--- config.mk ---
export PLATFORM = sky130hd
export DESIGN_NAME = wb_port_arbiter
export DESIGN_NICKNAME = d
export VERILOG_FILES = /design/src/rtl/wb_port_arbiter.sv
export SDC_FILE = /design/constraint.sdc
export NUM_CORES = 1
export LEC_CHECK = 0
export CAP_MARGIN = 10
export CORE_MARGIN = 1
export CORE_UTILIZATION = 39
export CTS_BUF_LIST = sky130_fd_sc_hd__clkbuf_16
export CTS_CLUSTER_SIZE = 14
export DETAILED_ROUTE_END_ITERATION = 12
export PLACE_DENSITY_LB_ADDON = 0.15
export SLEW_MARGIN = 20
export SYNTH_ARGS = -nofsm -noshare
export SYNTH_HDL_FRONTEND = slang
export SYNTH_SLANG_ARGS = --single-unit
--- constraint.sdc ---
create_clock -name clk -period 1.8 [get_ports clk]
set_clock_uncertainty 0.15 [all_clocks]
set_input_delay 0.27 -clock clk [delete_from_list [all_inputs] [get_ports clk]]
set_output_delay 0.27 -clock clk [all_outputs]
set_load 0.1 [all_outputs]
--- src/rtl/wb_port_arbiter.sv ---
// Purpose: round-robin share of the register-file write port between ALU and load writeback,
//          plus a pending-write scoreboard that decode uses to stall on unwritten sources.
// Latency: 1 cycle from accepted request to wr_enable; busy clears the cycle after the strobe.
// Backpressure: never stalls a lone requester; on conflict the loser sees ready=0 and may retry.
//
// Ports:
//   clk, rst                 clock (rising) and async active-low reset
//   alu_valid/ready/rd/data  ALU writeback request (requester 0)
//   ld_valid/ready/rd/data   load writeback request (requester 1)
//   issue_valid/issue_rd     marks a destination register as pending at issue
//   rs1_addr/rs2_addr        decode source registers; rs1_busy/rs2_busy report pending writes
//   wr_addr/wr_data/wr_enable  registered register-file write port
//   busy_vec                 scoreboard contents (debug)
module wb_port_arbiter #(
  parameter int DATA_W = 64,
  parameter int ADDR_W = 5,
  parameter int NREG   = 32
) (
  input  logic              clk,
  input  logic              rst,
  input  logic              alu_valid,
  output logic              alu_ready,
  input  logic [ADDR_W-1:0] alu_rd,
  input  logic [DATA_W-1:0] alu_data,
  input  logic              ld_valid,
  output logic              ld_ready,
  input  logic [ADDR_W-1:0] ld_rd,
  input  logic [DATA_W-1:0] ld_data,
  input  logic              issue_valid,
  input  logic [ADDR_W-1:0] issue_rd,
  input  logic [ADDR_W-1:0] rs1_addr,
  input  logic [ADDR_W-1:0] rs2_addr,
  output logic              rs1_busy,
  output logic              rs2_busy,
  output logic [ADDR_W-1:0] wr_addr,
  output logic [DATA_W-1:0] wr_data,
  output logic              wr_enable,
  output logic [NREG-1:0]   busy_vec
);

  // last_grant: 0 = ALU won the most recent conflict, 1 = load won it.
  logic              last_grant;
  logic              conflict;
  logic              xfer;
  logic [ADDR_W-1:0] xfer_rd;
  logic [DATA_W-1:0] xfer_data;
  logic [NREG-1:0]   busy_q;
  logic [NREG-1:0]   busy_d;

  // Grant depends only on the two valids and last_grant, never on rd/data.
  always_comb begin
    conflict  = alu_valid && ld_valid;
    alu_ready = alu_valid && (!ld_valid || last_grant);
    ld_ready  = ld_valid  && (!alu_valid || !last_grant);
    xfer      = alu_ready || ld_ready;
    xfer_rd   = alu_ready ? alu_rd   : ld_rd;
    xfer_data = alu_ready ? alu_data : ld_data;
  end

  always_ff @(posedge clk or negedge rst) begin
    if (!rst) begin
      last_grant <= 1'b1;
      wr_enable  <= 1'b0;
      wr_addr    <= '0;
      wr_data    <= '0;
    end else begin
      if (conflict) begin
        last_grant <= ld_ready;
      end
      // An x0 destination still handshakes but never strobes the register file.
      wr_enable <= xfer && (xfer_rd != '0);
      if (xfer) begin
        wr_addr <= xfer_rd;
        wr_data <= xfer_data;
      end
    end
  end

  // Clear first, then set, so an issue on the same edge as the writeback of the
  // same register leaves it pending for the newer producer.
  always_comb begin
    busy_d = busy_q;
    if (wr_enable) begin
      busy_d[wr_addr] = 1'b0;
    end
    if (issue_valid && (issue_rd != '0)) begin
      busy_d[issue_rd] = 1'b1;
    end
    busy_d[0] = 1'b0;
  end

  always_ff @(posedge clk or negedge rst) begin
    if (!rst) begin
      busy_q <= '0;
    end else begin
      busy_q <= busy_d;
    end
  end

  // No bypass from wr_enable: the clear shows up when the register file holds the value.
  assign rs1_busy = busy_q[rs1_addr] && (rs1_addr != '0);
  assign rs2_busy = busy_q[rs2_addr] && (rs2_addr != '0);
  assign busy_vec = busy_q;

endmodule

; After elaboration in Yosys (flattened, before gate mapping)
; Cells that the tools add are included.
[word_totals]
elab_cells = 45
input_bits = 158
reg_bits = 102
out_inout_bits = 106
[op_classes]
magnitude_cmp = 6
muxes = 12
bitwise = 3
n_reduce_logical = 19
[ops]
columns = op, count
row1 = two-way mux 32 bit, 2
row2 = two-way mux 64 bit, 1
row3 = AND 32 bit, 1
row4 = NOT 32 bit, 1
row5 = bitwise OR 32 bit, 1
row6 = less-than comparator 5 x 6 -> 1 bit (second input constant), 4
row7 = nonzero test 5 bit, 4
row8 = binary-select mux 1 bit (select 5 bit), 2
row9 = demux 1 bit (select 5 bit), 2
row10 = >= comparator 5 x 1 -> 1 bit (second input constant), 2
row11 = logical AND 1 bit, 9
row12 = two-way mux 5 bit, 1
row13 = two-way mux 1 bit, 4
row14 = logical NOT 1 bit, 3
row15 = logical OR 1 bit, 3

; Logic depth before layout (Yosys ltp)
; Gate-level depths: netlist (run 1).
[depth]
ltp_word = 9
ltp_mapped = 6
depth_no_buf = 5

; Worst setup path after synthesis (run 1)
; Ideal clock, no wire load.
[synth_path]
path_kind = register to output
startpoint = register busy_q[3] (netlist: busy_vec[3])
endpoint = output port rs1_busy
t_arrival_ps = 2493
n_path_buf = 0
stages_incl_launch_ff = 5
t_required_ps = 1380
slack_ps = -1113
path_cell_list = dfrtp_1 > mux4_2 > o22ai_1 > a2111oi_1 > a221o_1
[synth_between]
elab_chain_cells = 3
[synth_lines]
columns = element, line
row1 = "start, declared", 47  ; logic [NREG-1:0] busy_q;
row2 = "start signal, assigned", 96  ; busy_q <= busy_d;
row3 = binary-select mux 1 bit (select 5 bit), 101  ; assign rs1_busy = busy_q[rs1_addr] && (rs1_addr != '0);
row4 = two-way mux 1 bit (implied by the code), 101
row5 = logical AND 1 bit, 101
row6 = "end, declared", 33  ; output logic rs1_busy,
; Every way passes these cells. The select of a mux whose other input is x is not followed.

; Final worst setup path (run 1)
[layout_path]
startpoint = register busy_q[7] (netlist: busy_vec[7])
endpoint = output port rs2_busy
[layout_between]
elab_chain_cells = 3
[layout_lines]
columns = element, line
row1 = binary-select mux 1 bit (select 5 bit), 102  ; assign rs2_busy = busy_q[rs2_addr] && (rs2_addr != '0);
row2 = two-way mux 1 bit (implied by the code), 102
row3 = logical AND 1 bit, 102
row4 = "end, declared", 34  ; output logic rs2_busy,
; Every way passes these cells. The select of a mux whose other input is x is not followed.

==> results of run 1 <==
## area by class of cell
cell class / count / area (µm²) / share of cell area
Inverter: 5 / 27.53 / 0.002882
Timing Repair Buffer: 319 / 4164 / 0.4360
Clock buffer: 9 / 225.2 / 0.02358
Clock inverter: 7 / 67.56 / 0.007075
Sequential cell: 102 / 2630 / 0.2754
Tap cell: 168 / 210.2 / 0.02201
Multi-Input combinational cell: 378 / 2226 / 0.2331
## metrics by stage
step           setup slack (ns)  hold WS, ns  cells  TNS [ns]  utilization
2_1_floorplan           -0.4649      -0.1756    519   -0.9298            -
3_3_place_gp            -0.7404     -0.03680    967    -2.107       0.7541
3_5_place_dp            -0.7847     -0.03022    967    -3.374       0.7541
4_1_cts                 -0.7175       0.1404    987    -1.432       0.7825
5_1_grt                 -0.7551       0.1559    988    -1.538       0.7885
6_report                -0.7050       0.1602    988    -1.408       0.7885
## state kept, by name, indices dropped and copies added (netlist names)
signal and flops:
wr_enable 1, wr_addr 5, busy_vec 31, last_grant 1
wr_data 64
## where the power goes
group | internal, mW | switching (mW)
clock network | 1.07 | 0.840
registers | 3.13 | 0.968
logic | 4.11 | 7.00
total | 8.31 | 8.81
## metal layers
| metal | part of all wire | routed length (µm) | vias to the layer above | global-route usage |
|---|---|---|---|---|
| met4 | 0.025 | 447 | 0 | 0.1048 |
| met3 | 0.065 | 1184 | 34 | 0.07439 |
| li1 | - | - | 2468 | - |
| met5 | 0 | 0 | - | 0 |
| met2 | 0.53 | 9623 | 223 | 0.5110 |
| met1 | 0.38 | 6933 | 2570 | 0.3287 |
## cell usage in the layout, fill, tap and decap left out, drive strengths merged, types with 6 or more instances in the layout
master / count
nor2: 137
a31oi: 7
o21ai: 65
dfrtp: 101
nand3b: 10
clkdlybuf4s50: 150
inv: 6
nand3: 7
clkbuf: 9
mux2: 8
mux2i: 13
nand2: 20
buf: 162
o22ai: 65
## path summary, 6_finish.rpt
| path | start | endpoint | slack (ns) | depth (start not counted) |
|---|---|---|---|---|
| max reg2reg | wr_addr[2] | busy_vec[18] | 0.12 | 3 |
| min in group clk | ld_data[36] | wr_data[36] | 0.36 | 3 |
| max | busy_vec[7] | rs2_busy | -0.70 | 5 |
| min | rst | wr_data[51] | 0.16 | 2 |
| min reg2reg | busy_vec[8] | busy_vec[8] | 0.42 | 2 |
| max in group asynchronous | rst | last_grant | 0.76 | 3 |
## logic make-up after synthesis
logic type,after synthesis,synth area share
compound gates,154,0.1897
xor+xnor,1,0.001795
buf+inv,39,0.03896
flops,102,0.5232
mux,25,0.06665
other cells,1,0.0007683
simple gates,197,0.1789
## what timing repair did
action / in CTS / in global routing
cloned: 0 / 0
endpoints found under the hold margin: 101 / 0
hold buffers: 1 / 0
endpoints found under the setup margin: 4 / 4
gates resized for setup: 8 / 15
pin swaps: 2 / 6
buffers inserted: 3 / 1
## synth_stat cells, types with 7 or more instances
cell,count
a31oi_1,7
buf_2,14
clkbuf_1,13
dfrtp_1,101
mux2i_1,13
nand2_1,20
nand3_1,7
nand3b_1,10
nor2_1,137
o21ai_0,64
o22ai_1,65
==> flow_metrics.py, run 1 <==
metrics = {
    "floorplan": {
        "dieArea_um2": 12970,
        "fp.dieH_um": 113.9,
        "chipWidth_um": 113.9,
        "start_util": 0.4030,
        "core_um2": 12110,
        "num_rows": 40,
        "io_pins": 264,
    },
    "sta": {
        "finalHoldViolations": 0,
        "timing.final.crit_share": 1.392,
        "fmax_ghz": 0.3992,
        "fin_crit_ns": 2.505,
        "grt_setup_unrepaired": "yes",
        "drv_slew": 0,
        "setup_viol": 2,
        "timing.final.ws_setup_ns": -0.7050,
    },
    "layout": {
        "area_growth_pct": 95.67,
        "nets": 973,
        "num-fill-cells": 775,
        "num_antenna_cells": 0,
        "finish.instance_area_um2": 9550,
        "final_layout_size_suffix_gt1_frac": 0.2951,
    },
    "placed_design": {
        "io_buffers": 262,
        "post_dp_cell_area_um2": 9134,
        "gp_congestion": 0.8422,
        "hpwl_um": 14330,
    },
    "route": {
        "vias": 5295,
        "ant_nets": 0,
        "drt-initial-drc-count": 254,
        "drc": 0,
        "drt-pass1-iter-count": 5,
        "wl_per_cell_um": 18.41,
        "wl_um": 18190,
        "viasPerCell": 5.359,
    },
    "critical_path": {
        "cp.arrival_ns": 2.08,
        "cp_data_required_time_ns": 1.38,
        "crit_family": "compound AO/OA/AOI/OAI gates",
        "crit_path_start_kind": "register",
        "crit_path_max_incr_delay_ns": 0.51,
        "path_buf_inv": 1,
        "worstSetupPathType": "reg2out",
        "critPathCaptureType": "output pin",
        "crit_path_max_fanout": 4,
        "crit_slowest_cell": "dfrtp_4",
        "crit_chain": "mux4_2 > o22ai_2 > a2111oi_1 > a221o_2 > buf_12",
    },
    "clock_tree": {
        "cts_root_buffer": "clkbuf_16",
        "clock_tree.htree_level_count": 3,
        "cts_buffer_depth": 2,
        "path_clk_slew_ns": 0.07,
        "cts_made_buffers": 9,
        "clock_sinks": 102,
        "clk-insertion-delay-late_ns": 0.34,
        "cts_tree": "done",
    },
    "flow_run": {
        "cap_violations": 0,
    },
    "logic_synthesis": {
        "syn_avg_cell_area_um2": 9.404,
        "ys_seq_area_frac": 0.5232,
        "yosysTopAreaCellShare": 0.5178,
        "ys_top_cells_by_area": "dfrtp_1 52%, nor2_1 11%, o22ai_1 8.3%, o21ai_0 6.6%, mux2i_1 2.7%",
        "netlist_area_um2": 4881,
        "synth_warnings": 0,
        "ys_async_sr_fraction": 1.000,
        "yosysTopAreaCell": "dfrtp_1",
        "synth_cells": 519,
        "synth_nets": 677,
        "ys.flop_type": "dfrtp_1",
        "synth_cell_types": 45,
        "synth_edf_count": 0,
        "synth-seq-cells": 102,
    },
    "power": {
        "ir_drop_v": 0.0008653,
        "p_per_area_nw_per_um2": 1793,
        "leakage_nw": 3.976,
        "p_total_mw": 17.12,
    },
    "global_routing": {
        "antenna_found_initial": 0,
        "grt_max_degree": 56,
        "grt_pass1_wl_um": 28410,
        "grt_util_all_layers": 0.2856,
        "first_global_vias": 5523,
        "globalRoute.totalOverflow": 0,
    },
    "run_status": {
        "run_status": "finished with violations",
        "violations": "setup timing",
    },
    "min_path": {
        "hold_path.class": "in2async",
    },
}
(Power assumes the default switching activity.)
==> inputs of run 2 (changes only) <==
--- a/config.mk
+++ b/config.mk
@@ -6,12 +6,14 @@
 export NUM_CORES = 1
 export LEC_CHECK = 0
 export CAP_MARGIN = 10
+export CORE_ASPECT_RATIO = 0.5
 export CORE_MARGIN = 1
 export CORE_UTILIZATION = 39
 export CTS_BUF_LIST = sky130_fd_sc_hd__clkbuf_16
 export CTS_CLUSTER_SIZE = 14
 export DETAILED_ROUTE_END_ITERATION = 12
 export PLACE_DENSITY_LB_ADDON = 0.15
+export SKIP_CTS_REPAIR_TIMING = 1
 export SLEW_MARGIN = 20
 export SYNTH_ARGS = -nofsm -noshare
 export SYNTH_HDL_FRONTEND = slang
==> run 2 against run 1 <==
The flow still finishes with violations (setup timing). Global-route usage down 2.2 points. Sequential share of layout area down 0.15 points. Fmax down 0.29%. Critical path depth unchanged.
==> flow_metrics.py, run 2 (synthesis results as in run 1) <==
metrics = {
    "critical_path": {
        "cp.arrival_ns": 2.09,
        "ff2ff_setup_slack_ns": 0.16,
        "cp_data_required_time_ns": 1.38,
        "regToRegStartpoint": "last_grant",
        "crit_path_max_fanout": 3,
        "r2r_cells": 6,
        "critPathCaptureType": "output pin",
        "reg2reg_to": "wr_data[4]",
        "worstSetupPathType": "reg2out",
        "crit_path_start_kind": "register",
    },
    "floorplan": {
        "core_um2": 12020,
        "start_util": 0.4062,
        "num_rows": 28,
        "dieArea_um2": 12990,
        "io_pins": 264,
        "chipWidth_um": 160.2,
        "fp.dieH_um": 81.11,
    },
    "layout": {
        "area_growth_pct": 96.72,
        "num-fill-cells": 711,
        "num_antenna_cells": 0,
        "mostFrequentLayoutCells": "148 x clkdlybuf4s50_1, 137 x nor2_1, 109 x buf_12",
        "layoutNonFillerInstCount": 993,
        "top_register": "wr_data",
        "finish.instance_area_um2": 9602,
        "final_common_cell": "clkdlybuf4s50_1",
        "largest_reg_flops": 64,
        "final_layout_size_suffix_gt1_frac": 0.3007,
        "nets": 981,
    },
    "route": {
        "wl_um": 17530,
        "drt-pass1-iter-count": 4,
        "ant_nets": 0,
        "drt-initial-drc-count": 245,
        "drc": 0,
        "viasPerCell": 5.362,
        "wl_per_cell_um": 17.66,
        "vias": 5324,
    },
    "clock_tree": {
        "clk-insertion-delay-late_ns": 0.34,
        "clock_sinks": 102,
        "cts_tree": "done",
        "cts_root_buffer": "clkbuf_16",
        "path_clk_slew_ns": 0.06,
        "cts_made_buffers": 9,
        "cts_buffer_depth": 2,
        "clock_tree.htree_level_count": 3,
    },
    "global_routing": {
        "grt_util_all_layers": 0.2638,
        "grt_max_degree": 36,
        "grt_pass1_wl_um": 26540,
        "first_global_vias": 5247,
        "globalRoute.totalOverflow": 0,
        "antenna_found_initial": 0,
    },
    "min_path": {
        "min_to": "last_grant",
        "hp-start": "alu_valid",
        "hold_path.class": "in2reg",
        "hold_depth": 3,
    },
    "power": {
        "leakage_nw": 4.054,
        "p_sw_mw": 8.801,
        "p_comb_frac": 0.648,
        "p_seq_frac": 0.238,
        "internal_power_mw": 8.339,
        "clkPwrFrac": 0.113,
        "p_total_mw": 17.14,
        "switching_share": 0.5135,
        "ir_drop_v": 0.001625,
        "p_per_area_nw_per_um2": 1785,
    },
    "placed_design": {
        "post_dp_cell_area_um2": 9163,
        "io_buffers": 262,
        "gp_congestion": 0.9093,
        "place_inst": 970,
        "hpwl_um": 13550,
    },
    "sta": {
        "timing.final.crit_share": 1.396,
        "setup_viol": 2,
        "hold_ws_ns": 0.1270,
        "grt_setup_unrepaired": "yes",
        "fin_crit_ns": 2.512,
        "timing.final.ws_setup_ns": -0.7123,
        "finalHoldViolations": 0,
        "drv_slew": 0,
        "fmax_ghz": 0.3980,
    },
    "flow_run": {
        "cap_violations": 0,
    },
    "run_status": {
        "violations": "setup timing",
        "run_status": "finished with violations",
    },
}
==> run 2: area by class of cell <==
class / instances / area (µm²) / area share
clock inverter: 7 / 72.57 / 0.007558
sequential: 102 / 2630 / 0.2739
timing repair buffer: 327 / 4232 / 0.4407
tap: 165 / 206.4 / 0.02150
clock buffer: 9 / 225.2 / 0.02346
multi-input combinational: 378 / 2211 / 0.2303
inverter: 5 / 25.02 / 0.002606
==> run 2: layer usage <==
| metal | part of all wire | routed length, µm | GRT usage |
|---|---|---|---|
| met5 | 0 | 0 | 0 |
| met3 | 0.055 | 973 | 0.05465 |
| met4 | 0.023 | 399 | 0.09905 |
| met1 | 0.38 | 6580 | 0.2971 |
| met2 | 0.55 | 9578 | 0.5030 |
==> run 2: critical path, stage by stage (launching register included) <==
cell and delay, ns:
dfrtp_4 0.50, mux4_2 0.48, o22ai_2 0.20, a2111oi_2 0.07
a221o_2 0.34, buf_12 0.17
==> run 2: worst max-delay path by stage <==
| stage | from | end | slack, ns | cells after the start |
|---|---|---|---|---|
| final | busy_vec[6] | rs2_busy | -0.71 | 5 |
| after global routing | busy_vec[7] | rs2_busy | -0.79 | 5 |
| after CTS | rs2_addr[0] | rs2_busy | -0.83 | 7 |
| after detailed placement | rs2_addr[0] | rs2_busy | -0.81 | 7 |
| after global placement | rs2_addr[0] | rs2_busy | -0.73 | 6 |
| after floorplan | busy_vec[7] | rs1_busy | -0.46 | 4 |
==> run 2: metrics by stage <==
step | utilization | setup TNS [ns] | setup WS, ns
global route | 0.7990 | -1.518 | -0.7912
CTS | 0.7873 | -1.687 | -0.8263
global placement | 0.7625 | -2.025 | -0.7252
detailed placement | 0.7625 | -3.015 | -0.8114
finish | 0.7990 | -1.383 | -0.7123
floorplan | - | -0.9298 | -0.4649
==> run 2: power groups by stage <==
stage / Clock, mW / Combinational (mW) / Sequential [mW]
floorplan: 0 / 1.50 / 8.63
global placement: 0 / 10.9 / 4.06
detailed placement: 0 / 11.0 / 4.10
CTS: 1.98 / 11.0 / 4.06
global route: 2.05 / 11.5 / 4.16
finish: 1.94 / 11.1 / 4.09
==> inputs of run 3 (changes only) <==
--- a/config.mk
+++ b/config.mk
@@ -12,7 +12,7 @@
 export CTS_BUF_LIST = sky130_fd_sc_hd__clkbuf_16
 export CTS_CLUSTER_SIZE = 14
 export DETAILED_ROUTE_END_ITERATION = 12
-export PLACE_DENSITY_LB_ADDON = 0.15
+export PLACE_DENSITY = 0.91
 export SKIP_CTS_REPAIR_TIMING = 1
 export SLEW_MARGIN = 20
 export SYNTH_ARGS = -nofsm -noshare
==> run 3 against run 2 <==
The flow still finishes with violations (setup timing). Sequential share of layout area rose by 0.23 points. Fmax is 1.7% lower. Critical path type unchanged. Register-to-register slack got worse by 0.10 ns.
==> flow_metrics.py, run 3 (synthesis results as in run 1) <==
metrics = {
    "route": {
        "ant_nets": 0,
        "drc": 0,
        "vias": 5597,
        "wl_um": 19120,
        "drt-initial-drc-count": 489,
        "viasPerCell": 5.688,
        "wl_per_cell_um": 19.43,
        "drt-pass1-iter-count": 6,
    },
    "min_path": {
        "hold_path.class": "in2async",
    },
    "power": {
        "switching_share": 0.5217,
        "internal_power_mw": 8.201,
        "p_per_area_nw_per_um2": 1801,
        "p_sw_mw": 8.943,
        "clkPwrFrac": 0.106,
        "ir_drop_v": 0.001829,
        "p_comb_frac": 0.656,
        "leakage_nw": 3.965,
        "p_seq_frac": 0.238,
    },
    "clock_tree": {
        "cts_root_buffer": "clkbuf_16",
        "clk-insertion-delay-late_ns": 0.34,
        "cts_buffer_depth": 2,
        "cts_made_buffers": 9,
        "clock_tree.htree_level_count": 3,
        "cts_tree": "done",
        "path_clk_slew_ns": 0.07,
        "clock_sinks": 102,
    },
    "layout": {
        "largest_reg_flops": 64,
        "nets": 972,
        "top_register": "wr_data",
        "area_growth_pct": 95.08,
        "mostFrequentLayoutCells": "151 x clkdlybuf4s50_1, 137 x nor2_1, 112 x buf_12",
        "utilization": 0.7924,
        "final_layout_size_suffix_gt1_frac": 0.2930,
        "final_common_cell": "clkdlybuf4s50_1",
        "num_antenna_cells": 0,
    },
    "global_routing": {
        "first_global_vias": 5647,
        "grt_max_degree": 51,
        "grt_use_met3": 0.06588,
        "antenna_found_initial": 0,
        "grt_pass1_wl_um": 28840,
        "globalRoute.totalOverflow": 0,
        "use_met2": 0.5396,
        "grt_util_all_layers": 0.2880,
        "grt-busiest-layer": "met2",
        "grt_util_met1": 0.3131,
    },
    "placed_design": {
        "hpwl_um": 14540,
        "io_buffers": 262,
        "gp_congestion": 0.9457,
    },
    "sta": {
        "fmax_ghz": 0.3913,
        "grt_setup_unrepaired": "yes",
        "drv_slew": 0,
        "timing.final.ws_setup_ns": -0.7558,
        "hold_ws_ns": 0.2507,
        "timing.final.crit_share": 1.420,
        "fin_crit_ns": 2.556,
        "setup_viol": 2,
        "finalHoldViolations": 0,
    },
    "run_status": {
        "violations": "setup timing",
        "run_status": "finished with violations",
    },
    "floorplan": {
        "dieArea_um2": 12990,
        "core_um2": 12020,
        "fp.dieH_um": 81.11,
        "chipWidth_um": 160.2,
        "num_rows": 28,
        "io_pins": 264,
        "start_util": 0.4062,
    },
    "critical_path": {
        "cp_data_required_time_ns": 1.38,
        "crit_chain": "mux4_2 > o22ai_2 > a2111oi_1 > a221o_2 > buf_12",
        "crit_path_max_incr_delay_ns": 0.51,
        "crit_path_start_kind": "register",
        "cp.arrival_ns": 2.14,
        "worstSetupPathType": "reg2out",
        "crit_slowest_cell": "mux4_2",
        "crit_path_max_fanout": 3,
        "critPathCaptureType": "output pin",
        "crit_family": "compound AO/OA/AOI/OAI gates",
        "path_buf_inv": 1,
    },
    "flow_run": {
        "cap_violations": 0,
    },
}
## run 3: stage by stage
step	cell area, µm²	total power [mW]	TNS (ns)	setup slack (ns)	std cells
after global placement	9155	14.89	-1.452	-0.7155	964
final	9522	17.14	-1.511	-0.7558	984
after detailed placement	9155	15.16	-2.254	-0.8491	964
after floorplan	4960	10.14	-0.9298	-0.4649	519
after global routing	9522	17.63	-1.588	-0.7938	984
after CTS	9430	17.00	-1.764	-0.8642	980
## run 3: final timing paths
path	end	slack [ns]	startpoint	depth (start not counted)
max	rs1_busy	-0.76	busy_vec[7]	5
min	busy_vec[10]	0.25	rst	2
max reg2reg	busy_vec[8]	0.06	wr_addr[1]	3
min reg2reg	wr_data[26]	0.42	wr_data[26]	2
max in group asynchronous	last_grant	0.63	rst	3
min in group clk	wr_data[19]	0.36	ld_data[19]	3
## run 3: area by class of cell
cell class / instances / area [µm²]
clock inverters: 7 / 50.05
clock buffers: 9 / 225.2
repair buffers: 318 / 4194
multi-input cells: 378 / 2191
fillers: 680 / 2495
inverters: 5 / 25.02
well taps: 165 / 206.4
flip-flops and latches: 102 / 2630
## run 3: power by group through the flow
stage	clock network [mW]	logic (mW)	registers [mW]
floorplan	0	1.50	8.63
global placement	0	10.9	4.02
detailed placement	0	11.1	4.07
CTS	1.85	11.1	4.03
global route	1.95	11.5	4.14
finish	1.81	11.2	4.08
## run 3: metal layers
layer  up-vias  wire length (µm)
met5         -                 0
met4         0              1004
met3        99              1486
met2       359              9983
met1      2676              6645
li1       2463                 -
